### src/rtl/mips_cpu_alu_decoder.sv
// Decode stage: MIPS-I instruction word -> registered ALU controls, 1-entry output register + 1-entry skid buffer.
// Optional DEC_PERF_CNT_EN adds perf_decoded/perf_stall counters (reset-cleared, wrap modulo 2^CNT_W).
module mips_cpu_alu_decoder #(
  parameter int FUNC_W = 5
`ifdef DEC_PERF_CNT_EN
  ,
  parameter int CNT_W  = 32
`endif
) (
  input  logic              clk,
  input  logic              rst_n,
  input  logic              flush,
  input  logic              in_valid,
  output logic              in_ready,
  input  logic [31:0]       in_instr,
  output logic              out_valid,
  input  logic              out_ready,
  output logic [FUNC_W-1:0] dec_alu_func,
  output logic [4:0]        dec_shift,
  output logic              dec_use_imm,
  output logic              dec_a_zero,
  output logic [31:0]       dec_imm,
  output logic              dec_illegal
`ifdef DEC_PERF_CNT_EN
  ,
  output logic [CNT_W-1:0]  perf_decoded,
  output logic [CNT_W-1:0]  perf_stall
`endif
);

  localparam logic [FUNC_W-1:0] ALU_ADDU = FUNC_W'(5'b00000);
  localparam logic [FUNC_W-1:0] ALU_AND  = FUNC_W'(5'b00001);
  localparam logic [FUNC_W-1:0] ALU_OR   = FUNC_W'(5'b00010);
  localparam logic [FUNC_W-1:0] ALU_SUBU = FUNC_W'(5'b00011);
  localparam logic [FUNC_W-1:0] ALU_SLT  = FUNC_W'(5'b00100);
  localparam logic [FUNC_W-1:0] ALU_SLTU = FUNC_W'(5'b00101);
  localparam logic [FUNC_W-1:0] ALU_SLL  = FUNC_W'(5'b00110);
  localparam logic [FUNC_W-1:0] ALU_SLLV = FUNC_W'(5'b00111);
  localparam logic [FUNC_W-1:0] ALU_SRL  = FUNC_W'(5'b01000);
  localparam logic [FUNC_W-1:0] ALU_SRLV = FUNC_W'(5'b01001);
  localparam logic [FUNC_W-1:0] ALU_SRA  = FUNC_W'(5'b01010);
  localparam logic [FUNC_W-1:0] ALU_SRAV = FUNC_W'(5'b01011);
  localparam logic [FUNC_W-1:0] ALU_XOR  = FUNC_W'(5'b01100);
  localparam logic [FUNC_W-1:0] ALU_BGEZ = FUNC_W'(5'b01101);
  localparam logic [FUNC_W-1:0] ALU_BGTZ = FUNC_W'(5'b01110);
  localparam logic [FUNC_W-1:0] ALU_BLEZ = FUNC_W'(5'b01111);
  localparam logic [FUNC_W-1:0] ALU_BLTZ = FUNC_W'(5'b10000);
  localparam logic [FUNC_W-1:0] ALU_BNE  = FUNC_W'(5'b10001);
  localparam logic [FUNC_W-1:0] ALU_BEQ  = FUNC_W'(5'b10010);

  typedef struct packed {
    logic [FUNC_W-1:0] func;
    logic [4:0]        shift;
    logic              use_imm;
    logic              a_zero;
    logic [31:0]       imm;
    logic              illegal;
  } dec_t;

  typedef enum logic [1:0] {
    ST_EMPTY,
    ST_ONE,
    ST_TWO
  } state_e;

  state_e state_q, state_d;
  dec_t   out_q, out_d;
  dec_t   skid_q, skid_d;
  dec_t   dec_new;
  logic   in_fire;
  logic   out_fire;
  logic [31:0] imm_sext;
  logic [31:0] imm_zext;

  assign imm_sext = {{16{in_instr[15]}}, in_instr[15:0]};
  assign imm_zext = {16'h0000, in_instr[15:0]};

  // Matching on the whole word keeps the table readable as op/rs/rt/rd/sa/funct fields.
  always_comb begin
    dec_new         = '0;
    dec_new.func    = ALU_ADDU;
    dec_new.shift   = in_instr[10:6];
    casez (in_instr)
      32'b000000_?????_?????_?????_?????_100001: dec_new.func = ALU_ADDU;
      32'b000000_?????_?????_?????_?????_100100: dec_new.func = ALU_AND;
      32'b000000_?????_?????_?????_?????_100101: dec_new.func = ALU_OR;
      32'b000000_?????_?????_?????_?????_100011: dec_new.func = ALU_SUBU;
      32'b000000_?????_?????_?????_?????_101010: dec_new.func = ALU_SLT;
      32'b000000_?????_?????_?????_?????_101011: dec_new.func = ALU_SLTU;
      32'b000000_?????_?????_?????_?????_000000: dec_new.func = ALU_SLL;
      32'b000000_?????_?????_?????_?????_000100: dec_new.func = ALU_SLLV;
      32'b000000_?????_?????_?????_?????_000010: dec_new.func = ALU_SRL;
      32'b000000_?????_?????_?????_?????_000110: dec_new.func = ALU_SRLV;
      32'b000000_?????_?????_?????_?????_000011: dec_new.func = ALU_SRA;
      32'b000000_?????_?????_?????_?????_000111: dec_new.func = ALU_SRAV;
      32'b000000_?????_?????_?????_?????_100110: dec_new.func = ALU_XOR;
      32'b001001_?????_?????_????????????????,
      32'b100011_?????_?????_????????????????,
      32'b101011_?????_?????_????????????????: begin
        dec_new.func    = ALU_ADDU;
        dec_new.use_imm = 1'b1;
        dec_new.imm     = imm_sext;
      end
      32'b001010_?????_?????_????????????????: begin
        dec_new.func    = ALU_SLT;
        dec_new.use_imm = 1'b1;
        dec_new.imm     = imm_sext;
      end
      32'b001011_?????_?????_????????????????: begin
        dec_new.func    = ALU_SLTU;
        dec_new.use_imm = 1'b1;
        dec_new.imm     = imm_sext;
      end
      32'b001100_?????_?????_????????????????: begin
        dec_new.func    = ALU_AND;
        dec_new.use_imm = 1'b1;
        dec_new.imm     = imm_zext;
      end
      32'b001101_?????_?????_????????????????: begin
        dec_new.func    = ALU_OR;
        dec_new.use_imm = 1'b1;
        dec_new.imm     = imm_zext;
      end
      32'b001110_?????_?????_????????????????: begin
        dec_new.func    = ALU_XOR;
        dec_new.use_imm = 1'b1;
        dec_new.imm     = imm_zext;
      end
      // LUI is computed as 0 | (imm << 16), hence the forced-zero A operand.
      32'b001111_?????_?????_????????????????: begin
        dec_new.func    = ALU_OR;
        dec_new.use_imm = 1'b1;
        dec_new.a_zero  = 1'b1;
        dec_new.imm     = {in_instr[15:0], 16'h0000};
      end
      32'b000100_?????_?????_????????????????: dec_new.func = ALU_BEQ;
      32'b000101_?????_?????_????????????????: dec_new.func = ALU_BNE;
      32'b000110_?????_?????_????????????????: dec_new.func = ALU_BLEZ;
      32'b000111_?????_?????_????????????????: dec_new.func = ALU_BGTZ;
      32'b000001_?????_00000_????????????????: dec_new.func = ALU_BLTZ;
      32'b000001_?????_00001_????????????????: dec_new.func = ALU_BGEZ;
      default: dec_new.illegal = 1'b1;
    endcase
  end

  // in_ready comes straight from the state register, so it never depends on out_ready.
  assign in_ready  = (state_q != ST_TWO);
  assign out_valid = (state_q != ST_EMPTY);
  assign in_fire   = in_valid && in_ready;
  assign out_fire  = out_valid && out_ready;

  always_comb begin
    state_d = state_q;
    out_d   = out_q;
    skid_d  = skid_q;
    if (flush) begin
      state_d = ST_EMPTY;
    end else begin
      case (state_q)
        ST_EMPTY: begin
          if (in_fire) begin
            state_d = ST_ONE;
            out_d   = dec_new;
          end
        end
        ST_ONE: begin
          if (in_fire && out_fire) begin
            out_d = dec_new;
          end else if (in_fire) begin
            state_d = ST_TWO;
            skid_d  = dec_new;
          end else if (out_fire) begin
            state_d = ST_EMPTY;
          end
        end
        ST_TWO: begin
          if (out_fire) begin
            state_d = ST_ONE;
            out_d   = skid_q;
          end
        end
        default: state_d = ST_EMPTY;
      endcase
    end
  end

  always_ff @(posedge clk or negedge rst_n) begin
    if (!rst_n) begin
      state_q <= ST_EMPTY;
      out_q   <= '0;
      skid_q  <= '0;
    end else begin
      state_q <= state_d;
      out_q   <= out_d;
      skid_q  <= skid_d;
    end
  end

  assign dec_alu_func = out_q.func;
  assign dec_shift    = out_q.shift;
  assign dec_use_imm  = out_q.use_imm;
  assign dec_a_zero   = out_q.a_zero;
  assign dec_imm      = out_q.imm;
  assign dec_illegal  = out_q.illegal;

`ifdef DEC_PERF_CNT_EN
  logic [CNT_W-1:0] perf_decoded_q, perf_decoded_d;
  logic [CNT_W-1:0] perf_stall_q, perf_stall_d;

  // A handshake coinciding with flush is discarded, so it is not counted as decoded.
  always_comb begin
    perf_decoded_d = perf_decoded_q;
    perf_stall_d   = perf_stall_q;
    if (out_fire && !flush) perf_decoded_d = perf_decoded_q + 1'b1;
    if (out_valid && !out_ready) perf_stall_d = perf_stall_q + 1'b1;
  end

  always_ff @(posedge clk or negedge rst_n) begin
    if (!rst_n) begin
      perf_decoded_q <= '0;
      perf_stall_q   <= '0;
    end else begin
      perf_decoded_q <= perf_decoded_d;
      perf_stall_q   <= perf_stall_d;
    end
  end

  assign perf_decoded = perf_decoded_q;
  assign perf_stall   = perf_stall_q;
`endif

endmodule

### config.mk
export PLATFORM = sky130hd
export DESIGN_NAME = mips_cpu_alu_decoder
export DESIGN_NICKNAME = d
export VERILOG_FILES = /design/src/rtl/mips_cpu_alu_decoder.sv
export SDC_FILE = /design/constraint.sdc
export NUM_CORES = 1
export LEC_CHECK = 0
export CORE_MARGIN = 10
export CORE_UTILIZATION = 47
export CTS_CLUSTER_SIZE = 8
export DETAILED_ROUTE_END_ITERATION = 8
export GPL_TIMING_DRIVEN = 0
export PLACE_DENSITY = 0.82
export SLEW_MARGIN = 25
export SYNTH_ARGS = -nofsm -noshare
export SYNTH_HDL_FRONTEND = slang
export SYNTH_SLANG_ARGS = --single-unit
### constraint.sdc
create_clock -name clk -period 1.7 [get_ports clk]
set_clock_uncertainty 0.15 [all_clocks]
set_input_delay 0.34 -clock clk [delete_from_list [all_inputs] [get_ports clk]]
set_output_delay 0.34 -clock clk [all_outputs]
set_load 0.1 [all_outputs]
After elaboration in Yosys (flattened, before gate mapping)
Index checks and enable logic that the tools add are counted.
{ "classes": {"n_eq_ne": 37, "mux": 16, "bitwise_logic": 2, "reduce_logical": 19} }
{ "op_table": {"columns": ["cell", "n"], "rows": [
  ["45-bit two-way mux", 3],
  ["45-bit one-hot mux with 3 select lines", 1],
  ["32-bit one-hot mux with 3 select lines", 1],
  ["5-bit one-hot mux with 18 select lines", 1],
  ["12-bit by 6-bit equality test with 1-bit output (second input constant)", 7],
  ["6-bit by 4-bit equality test with 1-bit output (second input constant)", 7],
  ["12-bit by 3-bit equality test with 1-bit output (second input constant)", 3],
  ["28-bit OR reduction", 1],
  ["12-bit by 2-bit equality test with 1-bit output (second input constant)", 2],
  ["6-bit by 3-bit equality test with 1-bit output (second input constant)", 4],
  ["11-bit by 6-bit equality test with 1-bit output (second input constant)", 2],
  ["6-bit equality test (second input constant)", 2],
  ["12-bit zero test", 1],
  ["2-bit two-way mux", 6],
  ["3-bit inequality test (second input constant)", 3],
  ["9-bit OR reduction", 1],
  ["2-bit inequality test (second input constant)", 4],
  ["4-bit AND reduction", 2],
  ["2-bit OR reduction", 4],
  ["2-bit one-hot mux with 3 select lines", 1],
  ["3-bit OR reduction", 2],
  ["5-bit AND reduction", 1],
  ["5-bit OR reduction", 1],
  ["4-bit inequality test (second input constant)", 1],
  ["8 further kinds", 13]
]} }
{ "word_totals": {"register_bits": 92, "inputBits": 37, "out_inout_bits": 47} }

Longest topological paths before layout
Gate-level depths: netlist of the first run.
{ "depth": {"word_depth": 7, "ltp_mapped": 7, "mapped_depth_nobuf": 5} }

Least setup slack after synthesis of the first run
No wires, ideal clock.
{ "synth_path": {"kind": "register -> register", "from": "reg state_q[1]", "to": "reg out_q (netlist bit dec_imm[13])", "setup_ns": 0.083, "arrival_ns": 2.006, "setup_slack_ns": -0.539, "path_stages_with_launch": 6, "n_path_buf": 1, "synth_period_minus_slack_ns": 2.239, "cell_sequence": "dfrtp_1 -> nor2b_1 -> inv_1 -> clkbuf_1 -> nand3_1 -> a31oi_1"} }
{ "synth_via": {"elab_chain_cells": 5, "word_cells_on_any_way": 14, "cone_classes": "eq/ne: 6; mux: 1; reduce/logical: 7"} }
{ "synth_lines": {"columns": ["item", "line_no", "text"], "rows": [
  ["from (decl)", "66", "state_e state_q, state_d;"],
  ["from (signal assigned)", "193", "state_q <= state_d;"],
  ["2-bit inequality test *", "147", "assign in_ready = (state_q != ST_TWO);"],
  ["via in_ready", "14", "output logic in_ready,"],
  ["1-bit logical AND *", "149", "assign in_fire = in_valid && in_ready;"],
  ["1-bit logical AND", "167", "if (in_fire && out_fire) begin"],
  ["2-bit inequality test (no source line)", null, null],
  ["5-bit AND reduction (no source line) *", null, null],
  ["to (signal assigned)", "194", "out_q <= out_d;"],
  ["to (decl)", "67", "dec_t out_q, out_d;"]
]} }
Mark *: on every way through the listed nets, which the timed path passes. The rest lies on a longest branch.
A chain may end at the register's enable or synchronous reset.

Worst setup path in the final report of the first run
{ "layout_path": {"from": "in in_instr[4]", "to": "reg out_q (netlist bit dec_illegal)"} }
{ "layout_via": {"elab_chain_cells": 5, "word_cells_on_any_way": 18, "cone_classes": "eq/ne: 12; mux: 4; reduce/logical: 2"} }
{ "layout_lines": {"columns": ["item", "line_no", "text"], "rows": [
  ["from (decl)", "15", "input logic [31:0] in_instr,"],
  ["12-bit by 6-bit equality test with 1-bit output (tied with other cells)", "83", "casez (in_instr)"],
  ["28-bit OR reduction (no source line) *", null, null],
  ["1-bit two-way mux *", "83", null],
  ["45-bit two-way mux (on tied branches)", "167, 161", null],
  ["45-bit one-hot mux with 3 select lines *", "159", "case (state_q)"]
]} }
Mark *: on every way between the ends. The rest lies on a longest branch, timed or not. The select of a mux whose other input is x is not followed.

==> flow_metrics.py, run 1 <==
metrics = {
    "status": {
        "outcome": "finished, violations left",
        "violations": "negative setup slack",
    },
    "sta": {
        "fin_crit_sh_pct": 110,
        "fin_crit_ps": 1860,
        "finalHoldViolCount": 0,
        "max_clock_freq_mhz": 536,
        "final.setup.worst_slack_ps": -164,
        "worst-slew-pin-transition_ps": 500,
        "fin_setup_tns_ps": -2720,
        "finalSetupViolCount": 57,
        "slew_headroom_pct": 66.9,
        "holdWs_ps": 161,
        "slew_violations": 0,
        "rsz0062_at_grt": "yes",
    },
    "critical_path": {
        "crit_slowest_cell": "or4_4",
        "worstSetupPathType": "in2reg",
        "crit_fanout": 3,
        "critPathMaxStageDelay_ps": 540,
        "crit_cells": 6,
        "cpLargestDelayFamily": "simple AND/OR/NAND/NOR gates",
        "crit_required_ps": 1810,
        "crit_top_cell": "or4_4",
        "reg2regPathDepth": 8,
        "cp.arrival_ps": 1970,
        "crit_path_start_kind": "input pin",
        "r2r_slack_ps": -130,
        "path_buf_inv": 1,
        "endpoint_kind": "flip-flop",
        "cp_cell_sequence": "buf_8, or4_4, or4_4, a31oi_4, nand4bb_4, o22ai_2",
    },
    "die": {
        "coreArea_um2": 9200,
        "fp-row-count": 35,
        "die_h_um": 117,
        "die_area_um2": 13700,
        "die_x_um": 117,
        "io_pins": 84,
        "start_util_pct": 48.1,
    },
    "routing": {
        "routed_wl_um": 14800,
        "drcViolationCount": 0,
        "postRouteAntennaNets": 0,
        "drtPass1Iterations": 6,
        "drt_iter0_drc": 422,
        "via_count": 4473,
        "wl_per_cell_um": 20.0,
        "via_per_inst": 6.04,
    },
    "clock_network": {
        "clkSinkCount": 92,
        "cts_buffers": 9,
        "cts.htree.levels": 3,
        "cts_max_path_buffers": 2,
        "cts_root_buffer": "clkbuf_8",
        "cts_tree": "done",
        "clock_latency_ps": 370,
        "clk_pin_slew_ps": 90,
    },
    "placement": {
        "port_buffers": 76,
        "place_congestion": 0.931,
        "place_inst": 698,
        "placed_cell_area_um2": 5400,
        "dp_hpwl_um": 9440,
    },
    "yosys": {
        "yosysTopAreaCellShare_pct": 52.1,
        "synth_most_common_cell": "nand2_1",
        "syn-instance-count": 510,
        "yosysUniqueCellTypes": 48,
        "seq_area_frac_synth_pct": 52.1,
        "synth_edf_count": 0,
        "syn_area_um2": 4420,
        "synth_flop_cell": "dfrtp_1",
        "ys_ff_latch": 92,
        "async_flop_share_pct": 100,
        "syn-num-nets": 547,
        "yosys-top-cells-count": "nand2_1 (125), dfrtp_1 (92), nor2_1 (51)",
        "synth_warnings": 0,
        "yosys.area.top_type": "dfrtp_1",
        "avgSynthCellArea_um2": 8.67,
        "yosys-top-cells-area": "dfrtp_1 (52%), nand2_1 (11%), nand3_1 (5.5%)",
    },
    "cells_and_area": {
        "finalNonFillerCells": 741,
        "multi_input_area_um2": 2240,
        "fin_area_um2": 6200,
        "fill_cells": 687,
        "area_growth_pct": 40.4,
        "final_nets": 662,
        "register_area_um2": 2300,
        "antenna_cells": 0,
        "drive_above_1_share_pct": 31.1,
    },
    "power": {
        "power_per_cell_area_nw_per_um2": 1060,
        "power_mw": 6.58,
        "vdd_ir_drop_max_mv": 0.494,
        "leakage_nw": 2.86,
    },
    "worst_hold_path": {
        "holdPathStages": 4,
        "hp-class": "in2reg",
    },
    "global_route": {
        "grt_pass1_wl_um": 22900,
        "grt_pass1_vias": 4571,
        "grt_start_max_net_pins": 57,
        "track_usage_pct": 21.1,
        "antenna_found_initial": 0,
        "grt_overflow_total": 0,
    },
    "flow_run": {
        "maxCapViolations": 0,
    },
}
-- layout make-up --
class / instances / area share, %
flip-flops and latches: 92 / 37.2
clock inverters: 6 / 1.51
well taps: 111 / 2.24
clock buffers: 10 / 2.22
multi-input cells: 370 / 36.2
repair buffers: 106 / 13.8
inverters: 6 / 0.363
plain buffers: 40 / 6.53
-- cell families (layout without fill, tap and decap cells) --
family          count (synthesis)  after routing  share of synthesized area, %
flops                          92             92                          52.1
mux                             3              3                         0.680
xor+xnor                        2              2                         0.396
compound gates                111            111                          17.0
buf+inv                        49            168                          4.45
simple gates                  253            254                          25.4
-- worst register-to-register path: stages (launching register included) --
cell,delay (ps)
dfrtp_2,470
mux2i_1,150
nor2_2,160
buf_6,130
o21bai_4,70
buf_8,150
buf_12,130
a311oi_2,260
a21o_1,120
-- where the power goes --
group          switching [mW]  internal [mW]
clock                   0.833          0.881
sequential              0.174           2.47
combinational            1.67          0.549
-- worst paths after layout --
kind | from | end
min reg2reg | skid_q[3] | skid_q[3]
min | in_instr[4] | skid_q[5]
max in group asynchronous | rst_n | dec_imm[1]
max reg2reg | state_q[1] | dec_imm[17]
max | in_instr[4] | dec_illegal
min in group asynchronous | rst_n | dec_imm[28]
-- placed cells by master (no fill, tap or decap), drive strengths merged, types with 3 or more instances in the layout --
master,count
nor2b,3
buf,87
dlygate4sd2,9
clkdlybuf4s50,12
a31oi,31
o21ai,22
dfrtp,92
mux2i,3
a21o,9
o22ai,3
o211ai,14
a21oi,14
nand2,125
inv,8
nor4,3
clkbuf,45
and3,4
a311oi,6
nor2,52
nand3,49
-- through the flow --
stage          utilization [%]  setup WS (ps)
2_1_floorplan                -           -411
3_3_place_gp              58.4          -3070
3_5_place_dp              58.7          -1130
4_1_cts                   65.1           -166
5_1_grt                   67.5           -186
6_report                  67.5           -164
-- metal layers --
| layer | GRT usage (%) | vias to the layer above | part of all wire (%) |
|---|---|---|---|
| met5 | 0 | - | 0 |
| met4 | 10.3 | 0 | 2.7 |
| met3 | 4.64 | 45 | 9.1 |
| met2 | 35.5 | 259 | 49 |
| met1 | 25.1 | 2165 | 39 |
| li1 | - | 2004 | - |
-- what timing repair did --
action,4_1_cts,5_1_grt
endpoints found under the hold margin,36,0
setup buffers,16,8
hold buffers,1,0
pin swaps,22,7
cloned,4,1
endpoints found under the setup margin,138,100
resized for setup,376,54
-- registers in the layout, indices dropped and copies added (netlist names) --
register and flops:
dec_alu_func 5, dec_a_zero 1, skid_q 45, dec_shift 5, dec_use_imm 1, dec_imm 32
state_q 2, dec_illegal 1
Note: power is estimated with default switching activity, not from simulation.
==> run 2: changes to the inputs <==
--- a/config.mk
+++ b/config.mk
@@ -5,13 +5,13 @@
 export SDC_FILE = /design/constraint.sdc
 export NUM_CORES = 1
 export LEC_CHECK = 0
+export ABC_AREA = 1
 export CORE_MARGIN = 10
-export CORE_UTILIZATION = 47
+export CORE_UTILIZATION = 48
 export CTS_CLUSTER_SIZE = 8
 export DETAILED_ROUTE_END_ITERATION = 8
 export GPL_TIMING_DRIVEN = 0
-export PLACE_DENSITY = 0.82
-export SLEW_MARGIN = 25
+export PLACE_DENSITY = 0.83
 export SYNTH_ARGS = -nofsm -noshare
 export SYNTH_HDL_FRONTEND = slang
 export SYNTH_SLANG_ARGS = --single-unit
==> run 2 against run 1 <==
The flow still finishes with violations (negative setup slack). Non-clock buffer count decreased by 11. First-iteration DRC count grew 28%. Sequential power up 6%. Fmax fell by 2.0%. Final area is 8.8% higher. Area after synthesis rose by 6.8%. Synthesized cell count increased by 20%. Register-to-register slack got worse by 70 ps.
==> flow_metrics.py, run 2 <==
metrics = {
    "worst_hold_path": {
        "hp-class": "in2reg",
    },
    "routing": {
        "via_count": 4996,
        "wl_per_cell_um": 20.4,
        "via_per_inst": 5.80,
        "routed_wl_um": 17500,
        "drtPass1Iterations": 8,
        "postRouteAntennaNets": 0,
        "drcViolationCount": 0,
        "drt_iter0_drc": 540,
    },
    "cells_and_area": {
        "area_growth_pct": 43.0,
        "fin_area_um2": 6750,
        "largest-register": "skid_q",
        "largest_register_ffs": 45,
        "antenna_cells": 0,
        "drive_above_1_share_pct": 34.6,
        "utilization_pct": 69.7,
        "finalNonFillerCells": 861,
        "final_cell_mix": "nand2_1 (151), dfrtp_1 (91), nand3_1 (48)",
        "final_common_cell": "nand2_1",
        "final_nets": 760,
    },
    "yosys": {
        "ys_ff_latch": 92,
        "yosysTopAreaCellShare_pct": 48.8,
        "async_flop_share_pct": 100,
        "syn_area_um2": 4720,
        "yosys-top-cells-count": "nand2_1 (165), dfrtp_1 (92), a21oi_1 (60)",
        "syn-instance-count": 610,
        "synth_flop_cell": "dfrtp_1",
        "avgSynthCellArea_um2": 7.74,
        "synth_edf_count": 0,
        "syn-num-nets": 647,
        "yosysUniqueCellTypes": 31,
        "synth_warnings": 0,
        "synth_most_common_cell": "nand2_1",
        "yosys.area.top_type": "dfrtp_1",
        "yosys-top-cells-area": "dfrtp_1 (49%), nand2_1 (13%), a21oi_1 (6.4%)",
        "seq_area_frac_synth_pct": 48.8,
    },
    "sta": {
        "final.setup.worst_slack_ps": -202,
        "fin_crit_ps": 1900,
        "finalHoldViolCount": 0,
        "worst-slew-pin-transition_ps": 593,
        "finalSetupViolCount": 67,
        "max_clock_freq_mhz": 526,
        "rsz0062_at_grt": "yes",
        "slew_headroom_pct": 60.5,
        "fin_crit_sh_pct": 112,
        "slew_violations": 0,
    },
    "critical_path": {
        "crit_path_start_kind": "flip-flop",
        "r2r-end": "dec_imm[7]",
        "cp.arrival_ps": 2050,
        "worstSetupEndpoint": "dec_imm[7]",
        "worstSetupPathType": "reg2reg",
        "reg2reg_from": "state_q[1]",
        "r2r_slack_ps": -200,
        "crit_required_ps": 1840,
        "crit_fanout": 10,
        "reg2regPathDepth": 6,
        "setup.worst_path.start": "state_q[1]",
        "endpoint_kind": "flip-flop",
    },
    "power": {
        "power_mw": 7.42,
        "leakage_nw": 3.36,
        "power_per_cell_area_nw_per_um2": 1100,
        "vdd_ir_drop_max_mv": 0.582,
    },
    "global_route": {
        "track_usage_pct": 21.7,
        "met3_usage_pct": 4.72,
        "grtUsageMet2_pct": 37.2,
        "grt_pass1_vias": 5159,
        "grt-busiest-layer": "met2",
        "grt_pass1_wl_um": 25300,
        "use_met1_pct": 25.3,
        "antenna_found_initial": 0,
        "grt_start_max_net_pins": 70,
        "grt_overflow_total": 0,
    },
    "status": {
        "outcome": "finished, violations left",
        "violations": "negative setup slack",
    },
    "clock_network": {
        "cts_max_path_buffers": 2,
        "clkSinkCount": 92,
        "cts.htree.levels": 3,
        "clock_latency_ps": 370,
        "cts_tree": "done",
        "clk_pin_slew_ps": 90,
        "cts_root_buffer": "clkbuf_8",
        "cts_buffers": 9,
    },
    "die": {
        "coreArea_um2": 9680,
        "fp-row-count": 36,
        "die_area_um2": 14200,
        "io_pins": 84,
        "start_util_pct": 48.7,
        "die_x_um": 119,
        "die_h_um": 119,
    },
    "placement": {
        "placed_cell_area_um2": 5710,
        "dp_hpwl_um": 10400,
        "pre_cts_ws_ps": -1170,
        "place_congestion": 0.873,
        "port_buffers": 78,
        "place_inst": 822,
    },
    "flow_run": {
        "maxCapViolations": 0,
    },
}
[run 2: layout make-up]
type	instances	area [µm²]
fillers	698	2940
multi-input cells	428	2540
flip-flops and latches	92	2300
repair buffers	105	966
plain buffers	30	329
inverters	57	238
well taps	133	166
clock buffers	11	141
clock inverters	5	61.3
[run 2: kinds of logic after synthesis]
logic type / count (synthesis) / synth area share [%]
flip-flops: 92 / 48.8
AND/OR/NAND/NOR: 294 / 26.9
AO/OA/AOI/OAI: 134 / 15.5
buffers and inverters: 90 / 8.78
[run 2: worst min path at each step]
stage                     slack [ps]         end  cells past startpoint         from
final                            170   skid_q[5]                      3  in_instr[4]
after global routing             190  dec_imm[4]                      3  in_instr[4]
after floorplan                 -110  dec_a_zero                      0        rst_n
after CTS                        250   skid_q[6]                      3  in_instr[5]
after detailed placement         110   skid_q[7]                      1        rst_n
after global placement           310  skid_q[44]                      2   skid_q[44]
[run 2: per-layer routing]
layer / part of all wire, % / wire (µm)
met5: 0 / 0
met4: 3.6 / 630
met3: 7.4 / 1310
met2: 51 / 8870
met1: 38 / 6720
[run 2: critical path, stage by stage, from the launching register on]
cell and delay (ps):
dfrtp_1 430, inv_2 80, nor2_4 130, buf_4 230, clkbuf_2 470, a21oi_2 140
a21oi_1 190
[run 2: stage by stage]
step / hold WS (ps) / setup TNS (ps)
2_1_floorplan: -106 / -94.9
3_3_place_gp: 311 / -339240
3_5_place_dp: 111 / -56770
4_1_cts: 246 / -4520
5_1_grt: 192 / -12370
6_report: 172 / -7950
[run 2: what timing repair did]
| action | in CTS | in global routing |
|---|---|---|
| hold buffers | 1 | 0 |
| pin swaps | 29 | 22 |
| resized for setup | 389 | 111 |
| buffers inserted | 16 | 4 |
| cloned | 5 | 2 |
| hold endpoints to repair | 23 | 0 |
| endpoints found under the setup margin | 130 | 102 |
[run 2: where the power goes]
part	internal, mW	leakage (nW)	total, mW	switching (mW)
registers	2.56	1.19	2.81	0.247
logic	0.760	2.07	3.07	2.31
clock network	0.727	0.103	1.55	0.825
total	4.05	3.36	7.42	3.38
==> run 3: changes to the inputs <==
--- a/config.mk
+++ b/config.mk
@@ -7,11 +7,12 @@
 export LEC_CHECK = 0
 export ABC_AREA = 1
 export CORE_MARGIN = 10
-export CORE_UTILIZATION = 48
+export CORE_UTILIZATION = 49
+export CTS_BUF_LIST = sky130_fd_sc_hd__clkbuf_4 sky130_fd_sc_hd__clkbuf_8
 export CTS_CLUSTER_SIZE = 8
 export DETAILED_ROUTE_END_ITERATION = 8
 export GPL_TIMING_DRIVEN = 0
-export PLACE_DENSITY = 0.83
+export PLACE_DENSITY = 0.84
 export SYNTH_ARGS = -nofsm -noshare
 export SYNTH_HDL_FRONTEND = slang
 export SYNTH_SLANG_ARGS = --single-unit
==> run 3 against run 2 <==
Fmax is 0.61% lower. Clock-buffer cell count decreased by 2. Largest power group unchanged. The run still ends with negative setup slack left. First-iteration DRC count shrank 4.4%. Global-route usage is 0.35 points higher. Sequential power barely moved. Clock power about the same. Cell count rose by 0.35%. Via count rose by 1.2%. Critical endpoint is now dec_a_zero. Die area decreased by 1.7%. Register-to-register slack about the same. Power shrank 0.19%.
==> flow_metrics.py, run 3 (synthesis gave the netlist of run 2 again) <==
metrics = {
    "status": {
        "outcome": "finished, violations left",
        "violations": "negative setup slack",
    },
    "cells_and_area": {
        "final_nets": 767,
        "antenna_cells": 0,
        "fill_cells": 654,
        "largest-register": "skid_q",
        "finalNonFillerCells": 864,
        "drive_above_1_share_pct": 35.6,
        "fin_area_um2": 6710,
        "utilization_pct": 72.0,
        "register_area_um2": 2300,
        "area_growth_pct": 42.2,
        "final_cell_mix": "nand2_1 (147), dfrtp_1 (91), nand3_1 (48)",
        "final_common_cell": "nand2_1",
        "multi_input_area_um2": 2480,
        "largest_register_ffs": 45,
    },
    "clock_network": {
        "clk_pin_slew_ps": 100,
        "clock_latency_ps": 370,
        "cts_root_buffer": "clkbuf_8",
        "clkSinkCount": 92,
        "cts_buffers": 9,
        "cts_tree": "done",
        "cts.htree.levels": 3,
        "cts_max_path_buffers": 2,
    },
    "critical_path": {
        "cp.arrival_ps": 2020,
        "reg2regPathDepth": 8,
        "r2r_slack_ps": -210,
        "cp_cell_sequence": "nor2_1, bufinv_8, a21oi_4, nand2_8, buf_6, buf_16, a21oi_2, a21oi_2",
        "cpLargestDelayFamily": "compound AO/OA/AOI/OAI gates",
        "reg2reg_from": "state_q[0]",
        "crit_fanout": 5,
        "crit_top_cell": "a21oi_2",
        "crit_required_ps": 1810,
        "crit_slowest_cell": "dfrtp_2",
        "path_buf_inv": 3,
        "endpoint_kind": "flip-flop",
        "crit_path_start_kind": "flip-flop",
        "setup.worst_path.start": "state_q[0]",
        "critPathMaxStageDelay_ps": 460,
        "r2r-end": "dec_a_zero",
        "worstSetupPathType": "reg2reg",
    },
    "die": {
        "die_x_um": 118,
        "die_area_um2": 14000,
        "die_h_um": 118,
        "start_util_pct": 50.6,
        "fp-row-count": 35,
        "io_pins": 84,
        "coreArea_um2": 9330,
    },
    "sta": {
        "fin_crit_ps": 1910,
        "finalSetupViolCount": 47,
        "fin_crit_sh_pct": 113,
        "max_clock_freq_mhz": 522,
        "rsz0062_at_grt": "yes",
        "worst-slew-pin-transition_ps": 562,
        "slew_violations": 0,
        "slew_headroom_pct": 62.5,
        "finalHoldViolCount": 0,
        "final.setup.worst_slack_ps": -214,
    },
    "placement": {
        "place_inst": 818,
        "pre_cts_ws_ps": -1190,
        "dp_hpwl_um": 10400,
        "placed_cell_area_um2": 5710,
        "place_congestion": 0.874,
        "port_buffers": 78,
    },
    "routing": {
        "drtPass1Iterations": 5,
        "routed_wl_um": 17000,
        "via_count": 5055,
        "via_per_inst": 5.85,
        "drt_iter0_drc": 516,
        "drcViolationCount": 0,
        "postRouteAntennaNets": 0,
        "wl_per_cell_um": 19.6,
    },
    "power": {
        "pwr-share-clk_pct": 21.0,
        "power.switching_mw": 3.39,
        "power_per_cell_area_nw_per_um2": 1100,
        "p_int_mw": 4.02,
        "power_frac_comb_pct": 41.2,
        "leakage_nw": 3.33,
        "p_sw_share_pct": 45.8,
        "vdd_ir_drop_max_mv": 0.595,
        "p_seq_share_pct": 37.8,
    },
    "global_route": {
        "grt-busiest-layer": "met2",
        "grt_start_max_net_pins": 52,
        "track_usage_pct": 22.1,
        "use_met1_pct": 26.8,
        "grt_pass1_wl_um": 25500,
        "grt_pass1_vias": 4941,
        "antenna_found_initial": 0,
        "met3_usage_pct": 4.52,
        "grt_overflow_total": 0,
        "grtUsageMet2_pct": 37.0,
    },
    "flow_run": {
        "maxCapViolations": 0,
    },
    "worst_hold_path": {
        "min_from": "in_instr[5]",
        "hold_path_end": "skid_q[6]",
        "holdPathStages": 3,
        "hp-class": "in2reg",
    },
}
run 3: cell count changes in the layout (fill, tap and decap cells not counted), sizes merged:
cell	before	now
clkbuf	35	37
dlymetal6s2s	2	0
clkinvlp	0	2
inv	56	57
clkinv	4	3
nand2	170	171
dlygate4sd2	9	11
buf	81	83
run 3: cell type report:
cell class	count	area share, %
repair buffers	110	15.0
inverters	57	3.47
clock buffers	9	1.85
flip-flops and latches	92	34.3
multi-input cells	429	36.9
well taps	129	2.40
clock inverters	7	1.14
plain buffers	31	4.87
run 3: repair_timing:
| action | 4_1_cts | 5_1_grt |
|---|---|---|
| gates resized for setup | 398 | 96 |
| pin swaps | 34 | 30 |
| hold buffers | 1 | 0 |
| hold endpoints to repair | 41 | 0 |
| gates cloned | 8 | 0 |
| setup buffers | 21 | 4 |
| setup endpoints to repair | 130 | 100 |
run 3: stage by stage:
| stage | setup TNS (ps) | total power, mW | hold slack [ps] |
|---|---|---|---|
| 2_1_floorplan | -94.9 | 4.71 | -106 |
| 4_1_cts | -4980 | 7.15 | 276 |
| 6_report | -6540 | 7.41 | 270 |
| 3_5_place_dp | -54750 | 5.48 | 212 |
| 5_1_grt | -8730 | 7.64 | 276 |
| 3_3_place_gp | -334740 | 5.42 | 310 |
run 3: how the worst max path moves through the flow:
| stage | end | cells after the start |
|---|---|---|
| after detailed placement | in_ready | 5 |
| after global routing | dec_a_zero | 8 |
| final | dec_a_zero | 8 |
| after CTS | in_ready | 6 |
| after floorplan | dec_a_zero | 10 |
| after global placement | dec_imm[19] | 1 |
run 3: power groups by stage:
stage / clock (mW) / sequential, mW / combinational [mW]
6_report: 1.56 / 2.80 / 3.05
5_1_grt: 1.63 / 2.83 / 3.18
4_1_cts: 1.52 / 2.75 / 2.88
3_5_place_dp: 0 / 2.78 / 2.70
3_3_place_gp: 0 / 2.77 / 2.65
2_1_floorplan: 0 / 4.10 / 0.613
run 3: routing by layer:
metal | routed length, µm | vias to the layer above
li1 | - | 2219
met1 | 6490 | 2423
met2 | 8420 | 342
met3 | 1400 | 71
met4 | 648 | 0
met5 | 0 | -
run 3: tightest hold or removal path: stages:
cell and delay (ps):
dlygate4sd2_1 280, nand3_1 90, nand2_1 50
